--- config.mk ---
export PLATFORM = sky130hd
export DESIGN_NAME = fwd_hazard_ctrl_flat
export DESIGN_NICKNAME = d
export VERILOG_FILES = /design/src/rtl/fwd_hazard_ctrl_if.sv /design/src/rtl/fwd_hazard_ctrl.sv /design/src/flat_wrapper.sv
export SDC_FILE = /design/constraint.sdc
export NUM_CORES = 1
export LEC_CHECK = 0
export ABC_AREA = 1
export CORE_ASPECT_RATIO = 1.1
export CORE_MARGIN = 1
export CORE_UTILIZATION = 52
export CTS_CLUSTER_DIAMETER = 120
export DETAILED_ROUTE_END_ITERATION = 8
export HOLD_SLACK_MARGIN = 0.02
export PLACE_DENSITY = 0.83
export SKIP_LAST_GASP = 1
export SLEW_MARGIN = 20
export SYNTH_ARGS = -nofsm -noshare
export SYNTH_HDL_FRONTEND = slang
export SYNTH_SLANG_ARGS = --single-unit
export TNS_END_PERCENT = 100
--- constraint.sdc ---
create_clock -name clk -period 1.8 [get_ports clk]
set_clock_uncertainty 0.15 [all_clocks]
set_input_delay 0.36 -clock clk [delete_from_list [all_inputs] [get_ports clk]]
set_output_delay 0.36 -clock clk [all_outputs]
set_load 0.03 [all_outputs]
--- src/rtl/fwd_hazard_ctrl_if.sv ---
// ID-stage instruction fields in, forwarding selects and stall status out.
// Purely a signal bundle: no logic, no latency, no flow control of its own.
// The controller drives stall back to the front end as its only backpressure.
interface fwd_hazard_ctrl_if #(
    parameter int REG_W = 5,
    parameter int CNT_W = 16
);
    logic             id_valid;
    logic [REG_W-1:0] id_rs;
    logic [REG_W-1:0] id_rt;
    logic             id_use_rt;
    logic [REG_W-1:0] id_rd;
    logic             id_regwrite;
    logic             id_memread;
    logic             flush;
    logic             stall;
    logic [1:0]       ex_fwd_a;
    logic [1:0]       ex_fwd_b;
    logic [CNT_W-1:0] stall_cnt;

    modport master (
        output id_valid, id_rs, id_rt, id_use_rt, id_rd, id_regwrite, id_memread, flush,
        input  stall, ex_fwd_a, ex_fwd_b, stall_cnt
    );

    modport slave (
        input  id_valid, id_rs, id_rt, id_use_rt, id_rd, id_regwrite, id_memread, flush,
        output stall, ex_fwd_a, ex_fwd_b, stall_cnt
    );
endinterface

--- src/rtl/fwd_hazard_ctrl.sv ---
// Operand-forwarding select generator and load-use hazard detector for a 5-stage pipe.
// Latency: stall is combinational from ID fields; ex_fwd_a/b are registered into EX.
// Backpressure: asserts stall for one cycle per load-use hazard; flush overrides stall.
module fwd_hazard_ctrl #(
    parameter int REG_W = 5,
    parameter int CNT_W = 16
) (
    input  logic              clk,
    input  logic              rst_n,
    fwd_hazard_ctrl_if.slave  bus
);

    typedef struct packed {
        logic             valid;
        logic [REG_W-1:0] rd;
        logic             regwrite;
        logic             memread;
    } rec_t;

    localparam logic [1:0] SEL_RF  = 2'b00;
    localparam logic [1:0] SEL_MEM = 2'b01;
    localparam logic [1:0] SEL_WB  = 2'b10;
    localparam logic [1:0] SEL_RET = 2'b11;

    // The RET stage needs no record of its own: its write data is selected
    // through the WB record one cycle before that instruction reaches RET.
    rec_t ex_q;
    rec_t mem_q;
    rec_t wb_q;

    logic [1:0]       fwd_a_q;
    logic [1:0]       fwd_b_q;
    logic [CNT_W-1:0] cnt_q;

    logic       load_hit;
    logic       stall_c;
    logic       bubble;
    logic [1:0] sel_a;
    logic [1:0] sel_b;

    function automatic logic is_producer(input rec_t r);
        return r.valid && r.regwrite && (r.rd != '0);
    endfunction

    // Youngest matching producer wins; its pipeline distance is the select code.
    function automatic logic [1:0] fwd_sel(
        input logic [REG_W-1:0] src,
        input rec_t             ex_r,
        input rec_t             mem_r,
        input rec_t             wb_r
    );
        logic [1:0] sel;
        sel = SEL_RF;
        if (is_producer(ex_r) && (ex_r.rd == src)) begin
            sel = SEL_MEM;
        end else if (is_producer(mem_r) && (mem_r.rd == src)) begin
            sel = SEL_WB;
        end else if (is_producer(wb_r) && (wb_r.rd == src)) begin
            sel = SEL_RET;
        end
        return sel;
    endfunction

    always_comb begin
        load_hit = 1'b0;
        stall_c  = 1'b0;
        bubble   = 1'b0;
        sel_a    = SEL_RF;
        sel_b    = SEL_RF;

        load_hit = is_producer(ex_q) && ex_q.memread &&
                   ((ex_q.rd == bus.id_rs) || (bus.id_use_rt && (ex_q.rd == bus.id_rt)));
        stall_c  = bus.id_valid && !bus.flush && load_hit;
        bubble   = stall_c || bus.flush || !bus.id_valid;

        sel_a = fwd_sel(bus.id_rs, ex_q, mem_q, wb_q);
        if (bus.id_use_rt) begin
            sel_b = fwd_sel(bus.id_rt, ex_q, mem_q, wb_q);
        end
    end

    always_ff @(posedge clk or negedge rst_n) begin
        if (!rst_n) begin
            ex_q    <= '0;
            mem_q   <= '0;
            wb_q    <= '0;
            fwd_a_q <= SEL_RF;
            fwd_b_q <= SEL_RF;
        end else begin
            mem_q <= ex_q;
            wb_q  <= mem_q;
            if (bubble) begin
                ex_q    <= '0;
                fwd_a_q <= SEL_RF;
                fwd_b_q <= SEL_RF;
            end else begin
                ex_q.valid    <= 1'b1;
                ex_q.rd       <= bus.id_rd;
                ex_q.regwrite <= bus.id_regwrite;
                ex_q.memread  <= bus.id_memread;
                fwd_a_q       <= sel_a;
                fwd_b_q       <= sel_b;
            end
        end
    end

    always_ff @(posedge clk or negedge rst_n) begin
        if (!rst_n) begin
            cnt_q <= '0;
        end else if (stall_c && (cnt_q != '1)) begin
            cnt_q <= cnt_q + 1'b1;
        end
    end

    assign bus.stall     = stall_c;
    assign bus.ex_fwd_a  = fwd_a_q;
    assign bus.ex_fwd_b  = fwd_b_q;
    assign bus.stall_cnt = cnt_q;

endmodule
--- src/flat_wrapper.sv ---
// flat-port wrapper written by rule: the top's interface ports become plain ports
module fwd_hazard_ctrl_flat 
#(
    parameter int REG_W = 5,
    parameter int CNT_W = 16
)
  (clk, rst_n, bus_id_valid, bus_id_rs, bus_id_rt, bus_id_use_rt, bus_id_rd, bus_id_regwrite, bus_id_memread, bus_flush, bus_stall, bus_ex_fwd_a, bus_ex_fwd_b, bus_stall_cnt);
  fwd_hazard_ctrl_if #(.REG_W(REG_W), .CNT_W(CNT_W)) bus_i ();
  input  logic clk;
  input  logic rst_n;
  input wire logic [$bits(bus_i.id_valid)-1:0] bus_id_valid;
  input wire logic [$bits(bus_i.id_rs)-1:0] bus_id_rs;
  input wire logic [$bits(bus_i.id_rt)-1:0] bus_id_rt;
  input wire logic [$bits(bus_i.id_use_rt)-1:0] bus_id_use_rt;
  input wire logic [$bits(bus_i.id_rd)-1:0] bus_id_rd;
  input wire logic [$bits(bus_i.id_regwrite)-1:0] bus_id_regwrite;
  input wire logic [$bits(bus_i.id_memread)-1:0] bus_id_memread;
  input wire logic [$bits(bus_i.flush)-1:0] bus_flush;
  output wire logic [$bits(bus_i.stall)-1:0] bus_stall;
  output wire logic [$bits(bus_i.ex_fwd_a)-1:0] bus_ex_fwd_a;
  output wire logic [$bits(bus_i.ex_fwd_b)-1:0] bus_ex_fwd_b;
  output wire logic [$bits(bus_i.stall_cnt)-1:0] bus_stall_cnt;
  assign bus_i.id_valid = bus_id_valid;
  assign bus_i.id_rs = bus_id_rs;
  assign bus_i.id_rt = bus_id_rt;
  assign bus_i.id_use_rt = bus_id_use_rt;
  assign bus_i.id_rd = bus_id_rd;
  assign bus_i.id_regwrite = bus_id_regwrite;
  assign bus_i.id_memread = bus_id_memread;
  assign bus_i.flush = bus_flush;
  assign bus_stall = bus_i.stall;
  assign bus_ex_fwd_a = bus_i.ex_fwd_a;
  assign bus_ex_fwd_b = bus_i.ex_fwd_b;
  assign bus_stall_cnt = bus_i.stall_cnt;
  fwd_hazard_ctrl #(.REG_W(REG_W), .CNT_W(CNT_W)) u_core (.clk(clk), .rst_n(rst_n), .bus(bus_i));
endmodule
==> results.ini, run 1 <==
[worst_setup_path]
cp_data_required_time_ns=1.29
timing.critical_path.slowest_cell_delay_ns=0.45
crit_fanout=5
crit_arrival_ns=1.64
reg2reg_slack_ns=-0.12
regToRegStartpoint=u_core.ex_q[5]
critPathLaunchType=flop
ordered_cell_list_for_the_critical_path=nand2_2, nand2_2, nor2_4, nand4_4, nand2_4, nand2_4, nor3_4, buf_6
worst_path_max_delay_cell=sky130_fd_sc_hd__dfrtp_2
endpoint_kind_of_the_worst_setup_timing_path=output port
r2r_cells=10
rr_endpoint=u_core.bus.stall_cnt[14]
timing.setup.critical_path_class=flop to output port

[grt]
antenna_violations_before_repair=0
number_of_global_route_vias_before_repair=2071
grt_max_degree=26
groute.usage.overall=0.2668
grt_overflow_total=0
grt_pass1_wl_mm=9.480

[yosys]
syn-instance-count=275
synth_seq_area_share=0.4466
yosysUniqueCellTypes=24
synth_area_sq_mm=0.002354
yosys_warnings=0
synthesis.nets=298
synth-seq-cells=42
syn-mean-instance-area_sq_um=8.558

[power]
cellLeakagePower_nw=1.732
post-layout-total-power_mw=1.879
irDropWorstVdd_mv=0.4174
p_per_area_mw_per_mm2=578.0

[route]
detail_route.vias_per_cell=5.272
drtAntennaViolNets=0
detail_route.wl_per_cell_um=14.69
dr_total_vias=2172
initialDrtViolationCount=131
drt_drc_violations_left=0
route.final.wire_length_mm=6.052
drt-pass1-iter-count=4

[floorplan]
design.die.area_sq_mm=0.004799
floorplan.core_area_sq_mm=0.004317
initial_standard_cell_utilization_of_the_core=0.5452
num_io_pins=43
placement_rows=25
die-height_um=72.56
fp.dieW_um=66.15

[clock_network]
tritoncts.num_buffers=5
clkLatencyLatePin_ns=0.30
cts_root_buf=sky130_fd_sc_hd__clkbuf_8
clk_path_buf_depth=2
cts-htree-levels=2
clkTransAtPathRegs_ns=0.08
number_of_sinks_on_the_clock_net=42
tritoncts_clock_tree=done

[cells_and_area]
postLayoutCoreUtil=0.7530
number_of_nets_in_the_final_layout=380
antenna_cells=0
num-fill-cells=317
synth_to_layout_area_growth_pct=38.12
final_design_area_no_fill_sq_mm=0.003251
drive_above_1_share=0.2123

[sta]
hold_viol=0
final_period_minus_worst_setup_slack_ns=2.148
final_max_slew_viol_count=0
timing.fmax_mhz=465.6
timing.final.ws_setup_ns=-0.3479
tightestPinTransition_ns=0.5799
final_min_period_over_clock_period=1.193
slew_headroom=0.6134
rsz0062_at_grt=true
final-setup-viol-count=17

[placement]
place_ws_ns=-0.6013
dp.final_hpwl_mm=4.277
count_of_buffers_inserted_at_the_top_level_ports=42
detailed_place.area_sq_mm=0.003063
gpl.final_weighted_congestion=0.8495

[job]
max-cap-violations=0

[hold_path]
holdCritStartpoint=u_core.mem_q[7]
hp-class=flop to flop
hold-path-endpoint=u_core.wb_q[7]
holdPathStages=0

[status]
failed_checks=setup timing
status=finished, violations left

## metal layers
layer	wire, um	GRT usage	up-vias
li1	-	-	1052
met1	2378	0.3161	1029
met2	3235	0.4853	77
met3	297	0.03931	14
met4	141	0.09456	0
met5	0	0	-
## worst max-delay path by stage
stage | depth (start not counted) | endpoint | start | slack (ns)
6_report | 8 | bus_stall | u_core.ex_q[5] | -0.35
4_1_cts | 9 | bus_stall | u_core.ex_q[5] | -0.35
5_1_grt | 8 | bus_stall | u_core.ex_q[2] | -0.41
3_5_place_dp | 10 | bus_stall | bus_id_rt[3] | -0.60
3_3_place_gp | 10 | bus_stall | bus_id_rt[0] | -0.52
2_1_floorplan | 6 | bus_stall | u_core.ex_q[2] | -0.06
## cells in the final DEF, fill, tap and decap left out, types with 3 or more instances in the layout
cell type	instances
sky130_fd_sc_hd__nor2_4	3
sky130_fd_sc_hd__inv_1	28
sky130_fd_sc_hd__xnor2_1	24
sky130_fd_sc_hd__xor2_1	13
sky130_fd_sc_hd__buf_4	34
sky130_fd_sc_hd__nand2_1	63
sky130_fd_sc_hd__clkdlybuf4s50_1	11
sky130_fd_sc_hd__nand3_1	13
sky130_fd_sc_hd__dfrtp_1	37
sky130_fd_sc_hd__nand2_2	4
sky130_fd_sc_hd__nor2_1	27
sky130_fd_sc_hd__nand4_1	22
sky130_fd_sc_hd__nor3_1	8
sky130_fd_sc_hd__dlygate4sd2_1	27
sky130_fd_sc_hd__clkbuf_8	6
sky130_fd_sc_hd__dfrtp_2	5
## cell families after synthesis
logic type,Yosys count,share of synthesized area
AOI/OAI and AO/OA,5,0.01542
xor gates and xnor gates,38,0.1414
adders and majority gates,1,0.005315
buffers and inverters,35,0.06699
DFF,42,0.4466
and+or+nand+nor,154,0.3243
## report_power, final
group / total, mW / internal [mW] / switching [mW]
registers: 0.985 / 0.963 / 0.0221
logic: 0.246 / 0.122 / 0.124
clock network: 0.648 / 0.308 / 0.339
total: 1.88 / 1.39 / 0.486
## stage by stage
stage | TNS [ns] | hold slack, ns | instances
finish | -1.461 | 0.2548 | 412
global route | -2.905 | 0.2631 | 412
CTS | -0.3490 | 0.2472 | 409
detailed placement | -12.96 | 0.2263 | 396
global placement | -10.47 | 0.2265 | 396
floorplan | -0.06149 | -0.08559 | 275
## worst max-delay path: cells and delay by family, from the launching register on
kind          cells  cell delay, ns
simple gates      7            0.73
flops             1            0.45
buf+inv           1            0.15
## registers in the layout, summed over array words and instances, names as in the netlist
| name | count |
|---|---|
| u_core.wb_q | 7 |
| u_core.bus.ex_fwd_a | 2 |
| u_core.bus.ex_fwd_b | 2 |
| u_core.ex_q | 8 |
| u_core.mem_q | 7 |
| u_core.bus.stall_cnt | 16 |
## cell type report
| class | count | area [sq um] | area share |
|---|---|---|---|
| multi-input cells | 199 | 1225 | 0.3768 |
| flip-flops and latches | 42 | 1057 | 0.3252 |
| well taps | 54 | 67.56 | 0.02079 |
| clock buffers | 6 | 82.58 | 0.02540 |
| repair buffers | 79 | 693.2 | 0.2132 |
| clock inverters | 2 | 12.51 | 0.003849 |
| inverters | 30 | 112.6 | 0.03464 |
## cell usage after synthesis
master	instances	area share
sky130_fd_sc_hd__nand3_2	1	0.0043
sky130_fd_sc_hd__nand2_1	67	0.11
sky130_fd_sc_hd__nand2_2	3	0.0080
sky130_fd_sc_hd__nand4_4	2	0.018
sky130_fd_sc_hd__nor3_2	1	0.0043
sky130_fd_sc_hd__nand4_1	22	0.058
sky130_fd_sc_hd__a21oi_4	1	0.0069
sky130_fd_sc_hd__a21oi_1	2	0.0043
sky130_fd_sc_hd__nand3b_1	1	0.0032
sky130_fd_sc_hd__ha_1	1	0.0053
sky130_fd_sc_hd__o21ai_0	2	0.0043
sky130_fd_sc_hd__nand3_1	14	0.030
sky130_fd_sc_hd__nand4_2	1	0.0053
sky130_fd_sc_hd__nor3_1	9	0.019
sky130_fd_sc_hd__xor2_1	13	0.048
sky130_fd_sc_hd__buf_4	3	0.0096
sky130_fd_sc_hd__dfrtp_1	42	0.45
sky130_fd_sc_hd__nand3b_4	1	0.0085
sky130_fd_sc_hd__nor2_2	1	0.0027
sky130_fd_sc_hd__xnor2_1	25	0.093
sky130_fd_sc_hd__nor2_1	29	0.046
sky130_fd_sc_hd__buf_6	2	0.0096
sky130_fd_sc_hd__inv_1	30	0.048
sky130_fd_sc_hd__nor2_4	2	0.0096
## repair_timing
action | in CTS | in global routing
hold buffers | 1 | 0
pin swaps | 11 | 11
hold endpoints to repair | 23 | 0
buffers inserted | 5 | 3
gates resized for setup | 32 | 14
endpoints found under the setup margin | 47 | 31
gates cloned | 1 | 0
Note: power is estimated with default switching activity, not from simulation.
==> run 2: changes to the inputs <==
Settings changed: ABC_AREA 1 to not set, CORE_UTILIZATION 52 to 50, TNS_END_PERCENT 100 to 5.
==> run 2 against run 1 <==
  * The run still ends with setup timing left
  * Non-clock buffer count grew 21
  * Total power rose by 7.5%
  * Combinational power grew 13%
  * Utilization grew 8.9 points
  * Sequential cell count is the same
  * Count of clock-buffer cells in the layout fell by 1
  * Area after synthesis fell by 15%
  * Critical endpoint unchanged
==> results.ini, run 2 <==
[floorplan]
fp.dieW_um=62.30  ; -5.8%
num_io_pins=43  ; unchanged
placement_rows=23  ; -8.0%
die-height_um=68.32  ; -5.8%
floorplan.core_area_sq_mm=0.003741  ; -13%
design.die.area_sq_mm=0.004256  ; -11%
initial_standard_cell_utilization_of_the_core=0.5344  ; -0.01077

[yosys]
yosysUniqueCellTypes=31  ; +29%
synth.cells.most_frequent=sky130_fd_sc_hd__dfrtp_1, sky130_fd_sc_hd__xor2_1, sky130_fd_sc_hd__xnor2_1
synth_area_sq_mm=0.001999  ; -15%
synth-seq-cells=42  ; unchanged
synth.largest_area_cell=sky130_fd_sc_hd__dfrtp_1
synth-edff-count=0  ; unchanged
synth_seq_area_share=0.5257  ; +0.07909
postSynth.topFlopCell=sky130_fd_sc_hd__dfrtp_1
syn-instance-count=177  ; -36%
yosys_warnings=0  ; unchanged
yosysMostFrequentCell=sky130_fd_sc_hd__dfrtp_1
synth_top_cells_by_area=sky130_fd_sc_hd__dfrtp_1, sky130_fd_sc_hd__xor2_1, sky130_fd_sc_hd__xnor2_1, sky130_fd_sc_hd__nand3_1, sky130_fd_sc_hd__nor4_1
syn-mean-instance-area_sq_um=11.30  ; +32%
synthesis.nets=200  ; -33%
asyncSetResetFlopFracSynth=1.000  ; unchanged
yosys.area.top_type_share=0.5257  ; +0.07909

[sta]
timing.final.ws_setup_ns=-0.5468  ; -0.1989 ns
final_period_minus_worst_setup_slack_ns=2.347  ; +0.1989 ns
rsz0062_at_grt=true
final_max_slew_viol_count=0  ; unchanged
final-setup-viol-count=48  ; +31
timing.fmax_mhz=426.1  ; -8.5%
final_min_period_over_clock_period=1.304  ; +0.1105
hold_viol=0  ; unchanged
slew_headroom=0.6070  ; -0.006388
tightestPinTransition_ns=0.5841  ; +0.004195 ns

[worst_setup_path]
timing.critical_path.slowest_cell_delay_ns=0.38  ; -0.07 ns
reg2reg_slack_ns=-0.44  ; -0.32 ns
critPathBufInv=2  ; +1
regToRegStartpoint=u_core.ex_q[2]
timing.setup.critical_path_class=flop to output port
r2r_cells=8  ; -2
rr_endpoint=u_core.bus.stall_cnt[14]
endpoint_kind_of_the_worst_setup_timing_path=output port
ordered_cell_list_for_the_critical_path=buf_4, xnor2_2, nand3_1, nor2_4, nor2_2, nor3b_4, buf_6
crit_arrival_ns=1.84  ; +0.20 ns
worst_path_max_delay_cell=sky130_fd_sc_hd__dfrtp_1
crit_family=simple AND/OR/NAND/NOR gates
crit_fanout=3  ; -2
cp_data_required_time_ns=1.29  ; about the same
critPathLaunchType=flop

[route]
drt-pass1-iter-count=5  ; +1
detail_route.vias_per_cell=5.808  ; +10%
detail_route.wl_per_cell_um=19.46  ; +32%
drt_drc_violations_left=0  ; unchanged
drtAntennaViolNets=0  ; unchanged
route.final.wire_length_mm=6.479  ; +7.1%
dr_total_vias=1934  ; -11%
initialDrtViolationCount=141  ; +7.6%

[placement]
count_of_buffers_inserted_at_the_top_level_ports=42  ; unchanged
dp.final_hpwl_mm=3.707  ; -13%
numPlacedInstances=319  ; -19%
gpl.final_weighted_congestion=0.8873  ; +4.4%

[grt]
antenna_violations_before_repair=0  ; unchanged
number_of_global_route_vias_before_repair=1968  ; -5.0%
grt_max_degree=24  ; -7.7%
grt_overflow_total=0  ; unchanged
groute.usage.overall=0.3361  ; +0.06922
grt_pass1_wl_mm=10.29  ; +8.5%

[clock_network]
tritoncts.num_buffers=5  ; unchanged
clk_path_buf_depth=2  ; unchanged
clkLatencyLatePin_ns=0.31  ; about the same
tritoncts_clock_tree=done
clkTransAtPathRegs_ns=0.08  ; about the same
cts_root_buf=sky130_fd_sc_hd__clkbuf_8
cts-htree-levels=2  ; unchanged
number_of_sinks_on_the_clock_net=42  ; unchanged

[cells_and_area]
drive_above_1_share=0.3251  ; +0.1128
most-common-layout-cells=sky130_fd_sc_hd__buf_4, sky130_fd_sc_hd__dfrtp_1, sky130_fd_sc_hd__clkdlybuf4s50_1
num-fill-cells=182  ; -43%
max_ffs_per_register=16  ; unchanged
finish.cell_count_without_fillers=333  ; -19%
antenna_cells=0  ; unchanged
synth_to_layout_area_growth_pct=57.57
area.sequential_sq_mm=0.001054  ; -0.35%
multi_input_comb_area_sq_mm=0.001047  ; -15%
number_of_nets_in_the_final_layout=305  ; -20%
most_common_cell_after_layout_fill_and_taps_aside=sky130_fd_sc_hd__buf_4

[status]
failed_checks=setup timing
status=finished, violations left

[power]
cellLeakagePower_nw=1.486  ; -14%
post-layout-total-power_mw=2.019  ; +7.5%
p_per_area_mw_per_mm2=640.8  ; +11%
irDropWorstVdd_mv=0.6977  ; +67%

[hold_path]
holdPathStages=0  ; unchanged
hp-class=flop to flop
holdCritStartpoint=u_core.ex_q[6]
hold-path-endpoint=u_core.mem_q[6]

[job]
max-cap-violations=0  ; unchanged

run 2: cell types whose count changed after synthesis, moves of 5 or more:
cell	previous run	this run
sky130_fd_sc_hd__inv_1	30	3
sky130_fd_sc_hd__and2_1	0	7
sky130_fd_sc_hd__xnor2_1	25	20
sky130_fd_sc_hd__nand4_1	22	5
sky130_fd_sc_hd__nor4_1	0	9
sky130_fd_sc_hd__xor2_1	13	23
sky130_fd_sc_hd__nand2_1	67	8
sky130_fd_sc_hd__nor2_1	29	10
run 2: worst max path at each step:
stage | start | to | slack (ns) | cells after the start
after floorplan | u_core.ex_q[2] | u_core.bus.stall_cnt[9] | -0.25 | 7
after global placement | bus_id_rs[4] | u_core.bus.stall_cnt[12] | -0.66 | 7
after detailed placement | bus_id_rs[0] | u_core.bus.stall_cnt[12] | -0.78 | 7
after CTS | u_core.ex_q[5] | bus_stall | -0.51 | 5
after global routing | u_core.ex_q[2] | bus_stall | -0.59 | 7
final | u_core.ex_q[2] | bus_stall | -0.55 | 7
run 2: cell type report:
cell class | instances | area share
Clock buffer | 5 | 0.02184
Clock inverter | 3 | 0.01271
Inverter | 3 | 0.003574
Multi-Input combinational cell | 130 | 0.3324
Sequential cell | 42 | 0.3344
Tap cell | 50 | 0.01986
Timing Repair Buffer | 100 | 0.2752
run 2: worst register-to-register path: cells and delay by family (launching register included):
kind | cells | cell delay (ns)
and+or+nand+nor | 4 | 0.68
xor gates and xnor gates | 1 | 0.22
buffers and inverters | 2 | 0.34
DFF | 1 | 0.38
muxes | 1 | 0.37
run 2: what timing repair did:
action / CTS / global route
endpoints found under the setup margin: 46 / 49
setup buffers: 5 / 0
resized for setup: 19 / 5
hold buffers: 1 / 0
pin swaps: 9 / 1
endpoints found under the hold margin: 19 / 0
run 2: per-layer routing:
metal / up-vias / global-route usage / routed length [um]
li1: 834 / - / -
met1: 940 / 0.3863 / 2448
met2: 117 / 0.5755 / 3133
met3: 43 / 0.06667 / 408
met4: 0 / 0.2413 / 488
met5: - / 0 / 0
run 2: cells by family (layout without fill, tap and decap cells):
group                      count (synthesis)  after routing  synth area share
AOI/OAI and AO/OA                         11             11           0.05195
buffers and inverters                      5            111           0.01376
DFF                                       42             42            0.5257
muxes                                      3              3           0.01689
and+or+nand+nor                           72             72            0.1971
adders and majority gates                  1              1          0.006257
xor gates and xnor gates                  43             43            0.1884
run 2: stage by stage:
| step | hold slack (ns) | instance area, sq um | utilization | setup TNS, ns | setup WS, ns |
|---|---|---|---|---|---|
| floorplan | -0.08559 | 2013 | - | -4.243 | -0.2523 |
| global placement | 0.1793 | 2875 | 0.7686 | -15.13 | -0.6558 |
| detailed placement | 0.1857 | 2875 | 0.7686 | -16.65 | -0.7806 |
| CTS | 0.2994 | 3123 | 0.8348 | -12.93 | -0.5072 |
| global route | 0.3396 | 3151 | 0.8421 | -15.33 | -0.5945 |
| finish | 0.3167 | 3151 | 0.8421 | -12.16 | -0.5468 |
run 2: power breakdown:
part / leakage (nW) / switching, mW / internal, mW
clock network: 0.0579 / 0.347 / 0.409
logic: 0.863 / 0.134 / 0.143
registers: 0.565 / 0.0209 / 0.965
==> run 3: changes to the inputs <==
Settings changed: ABC_AREA set to 1, CORE_UTILIZATION 50 to 52.
==> run 3 against run 2 <==
  * The run still ends with setup timing left
  * Die area up 13%
  * Non-clock buffer count down 20
  * Cell count up 24%
  * Global-route usage down 6.6 points
  * Critical endpoint unchanged
  * Largest cell class is now multi-input combinational cells
  * Highest routed layer unchanged
==> results.ini, run 3 (synthesized netlist as in run 1, its figures left out) <==
[status]
status=finished, violations left
failed_checks=setup timing

[worst_setup_path]
reg2reg_slack_ns=-0.12  ; +0.32 ns
crit_arrival_ns=1.65  ; -0.19 ns
r2r_cells=10  ; +2
crit_family=simple AND/OR/NAND/NOR gates
worst_path_max_delay_cell=sky130_fd_sc_hd__dfrtp_2
critPathLaunchType=flop
critPathLaunch=u_core.ex_q[5]
timing.critical_path.slowest_cell_delay_ns=0.45  ; +0.07 ns
rr_endpoint=u_core.bus.stall_cnt[6]
critPathBufInv=1  ; -1
ordered_cell_list_for_the_critical_path=nand2_2, nand2_2, nor2_4, nand4_4, nand2_4, nand2_4, nor3_4, buf_6
cp_data_required_time_ns=1.29  ; about the same
endpoint_kind_of_the_worst_setup_timing_path=output port
timing.setup.critical_path_class=flop to output port
regToRegStartpoint=u_core.ex_q[5]
crit_fanout=5  ; +2

[power]
irDropWorstVdd_mv=0.4009  ; -43%
p_per_area_mw_per_mm2=575.9  ; -10%
cellLeakagePower_nw=1.631  ; +9.8%
post-layout-total-power_mw=1.874  ; -7.2%

[sta]
timing.fmax_mhz=462.8  ; +8.6%
timing.final.ws_setup_ns=-0.3610  ; +0.1858 ns
final_max_slew_viol_count=0  ; unchanged
hold_viol=0  ; unchanged
final_min_period_over_clock_period=1.201  ; -0.1032
final-setup-viol-count=44  ; -8.3%
rsz0062_at_grt=true
tightestPinTransition_ns=0.5726  ; -0.01145 ns
slew_headroom=0.6183  ; +0.01122
fin_setup_tns_ns=-4.237  ; +7.923 ns
final_period_minus_worst_setup_slack_ns=2.161  ; -0.1858 ns

[grt]
grt_most_used_layer=met2
grt_pass1_wl_mm=9.549  ; -7.2%
grt_overflow_total=0  ; unchanged
groute.usage.overall=0.2698  ; -0.06623
antenna_violations_before_repair=0  ; unchanged
number_of_global_route_vias_before_repair=2077  ; +5.5%
global_route.usage.met1=0.3110  ; -0.07529
globalRouteMet2Util=0.4989  ; -0.07668
grt_max_degree=26  ; +8.3%
use_met3=0.03931  ; -0.02736

[cells_and_area]
max_ffs_per_register=16  ; unchanged
drive_above_1_share=0.2033  ; -0.1217
final_design_area_no_fill_sq_mm=0.003254  ; +3.3%
antenna_cells=0  ; unchanged
most_common_cell_after_layout_fill_and_taps_aside=sky130_fd_sc_hd__nand2_1
num-fill-cells=310  ; +70%
synth_to_layout_area_growth_pct=38.28
number_of_nets_in_the_final_layout=381  ; +25%
most-common-layout-cells=sky130_fd_sc_hd__nand2_1, sky130_fd_sc_hd__dfrtp_1, sky130_fd_sc_hd__buf_4

[placement]
count_of_buffers_inserted_at_the_top_level_ports=42  ; unchanged
gpl.final_weighted_congestion=0.8495  ; -4.3%
place_ws_ns=-0.6013  ; +0.1793 ns
dp.final_hpwl_mm=4.277  ; +15%
detailed_place.area_sq_mm=0.003063  ; +6.5%

[route]
drt-pass1-iter-count=4  ; -1
drtAntennaViolNets=0  ; unchanged
detail_route.vias_per_cell=5.264  ; -9.4%
detail_route.wl_per_cell_um=14.93  ; -23%
dr_total_vias=2174  ; +12%
initialDrtViolationCount=117  ; -17%
drt_drc_violations_left=0  ; unchanged
route.final.wire_length_mm=6.165  ; -4.8%

[clock_network]
clk_path_buf_depth=2  ; unchanged
cts-htree-levels=2  ; unchanged
tritoncts_clock_tree=done
number_of_sinks_on_the_clock_net=42  ; unchanged
clkTransAtPathRegs_ns=0.07  ; about the same
clkLatencyLatePin_ns=0.30  ; about the same
cts_root_buf=sky130_fd_sc_hd__clkbuf_8
tritoncts.num_buffers=5  ; unchanged

[hold_path]
hp-class=flop to flop
hold-path-endpoint=u_core.wb_q[7]
holdPathStages=0  ; unchanged
holdCritStartpoint=u_core.mem_q[7]

[floorplan]
num_io_pins=43  ; unchanged
fp.dieW_um=66.15  ; +6.2%
floorplan.core_area_sq_mm=0.004317  ; +15%
initial_standard_cell_utilization_of_the_core=0.5452  ; +0.01077
design.die.area_sq_mm=0.004799  ; +13%
placement_rows=25  ; +8.7%
die-height_um=72.56  ; +6.2%

[job]
max-cap-violations=0  ; unchanged

run 3: power by group:
group | total (mW) | internal (mW) | switching, mW | leakage, nW
Clock | 0.645 | 0.308 | 0.337 | 0.0472
Sequential | 0.985 | 0.963 | 0.0221 | 0.566
Combinational | 0.244 | 0.120 | 0.123 | 1.02
run 3: per-layer routing:
layer | up-vias | share of wire
met3 | 11 | 0.044
met4 | 0 | 0.022
met2 | 73 | 0.54
met1 | 1039 | 0.39
met5 | - | 0
li1 | 1051 | -
run 3: stage by stage:
stage,std cells,utilization,hold WS [ns]
after floorplan,275,-,-0.08559
after global placement,396,0.7096,0.2265
after detailed placement,396,0.7096,0.2263
after CTS,409,0.7438,0.2472
after global routing,413,0.7539,0.2630
final,413,0.7539,0.2488
run 3: repair_timing:
action | 4_1_cts | 5_1_grt
hold endpoints to repair | 23 | 0
gates cloned | 1 | 0
pin swaps | 11 | 6
gates resized for setup | 13 | 8
buffers inserted | 5 | 4
hold buffers | 1 | 0
setup endpoints to repair | 47 | 49
run 3: worst max-delay path by stage:
stage	slack (ns)	to	depth (start not counted)
floorplan	-0.06	bus_stall	6
detailed placement	-0.60	bus_stall	10
finish	-0.36	bus_stall	8
CTS	-0.35	bus_stall	9
global route	-0.41	bus_stall	9
global placement	-0.52	bus_stall	10
run 3: layout make-up:
cell class | instances | area (sq um) | share of cell area
tap | 54 | 67.56 | 0.02076
sequential | 42 | 1057 | 0.3249
inverter | 30 | 112.6 | 0.03460
multi-input combinational | 199 | 1201 | 0.3691
clock buffer | 6 | 82.58 | 0.02537
clock inverter | 2 | 12.51 | 0.003845
timing repair buffer | 80 | 720.7 | 0.2215
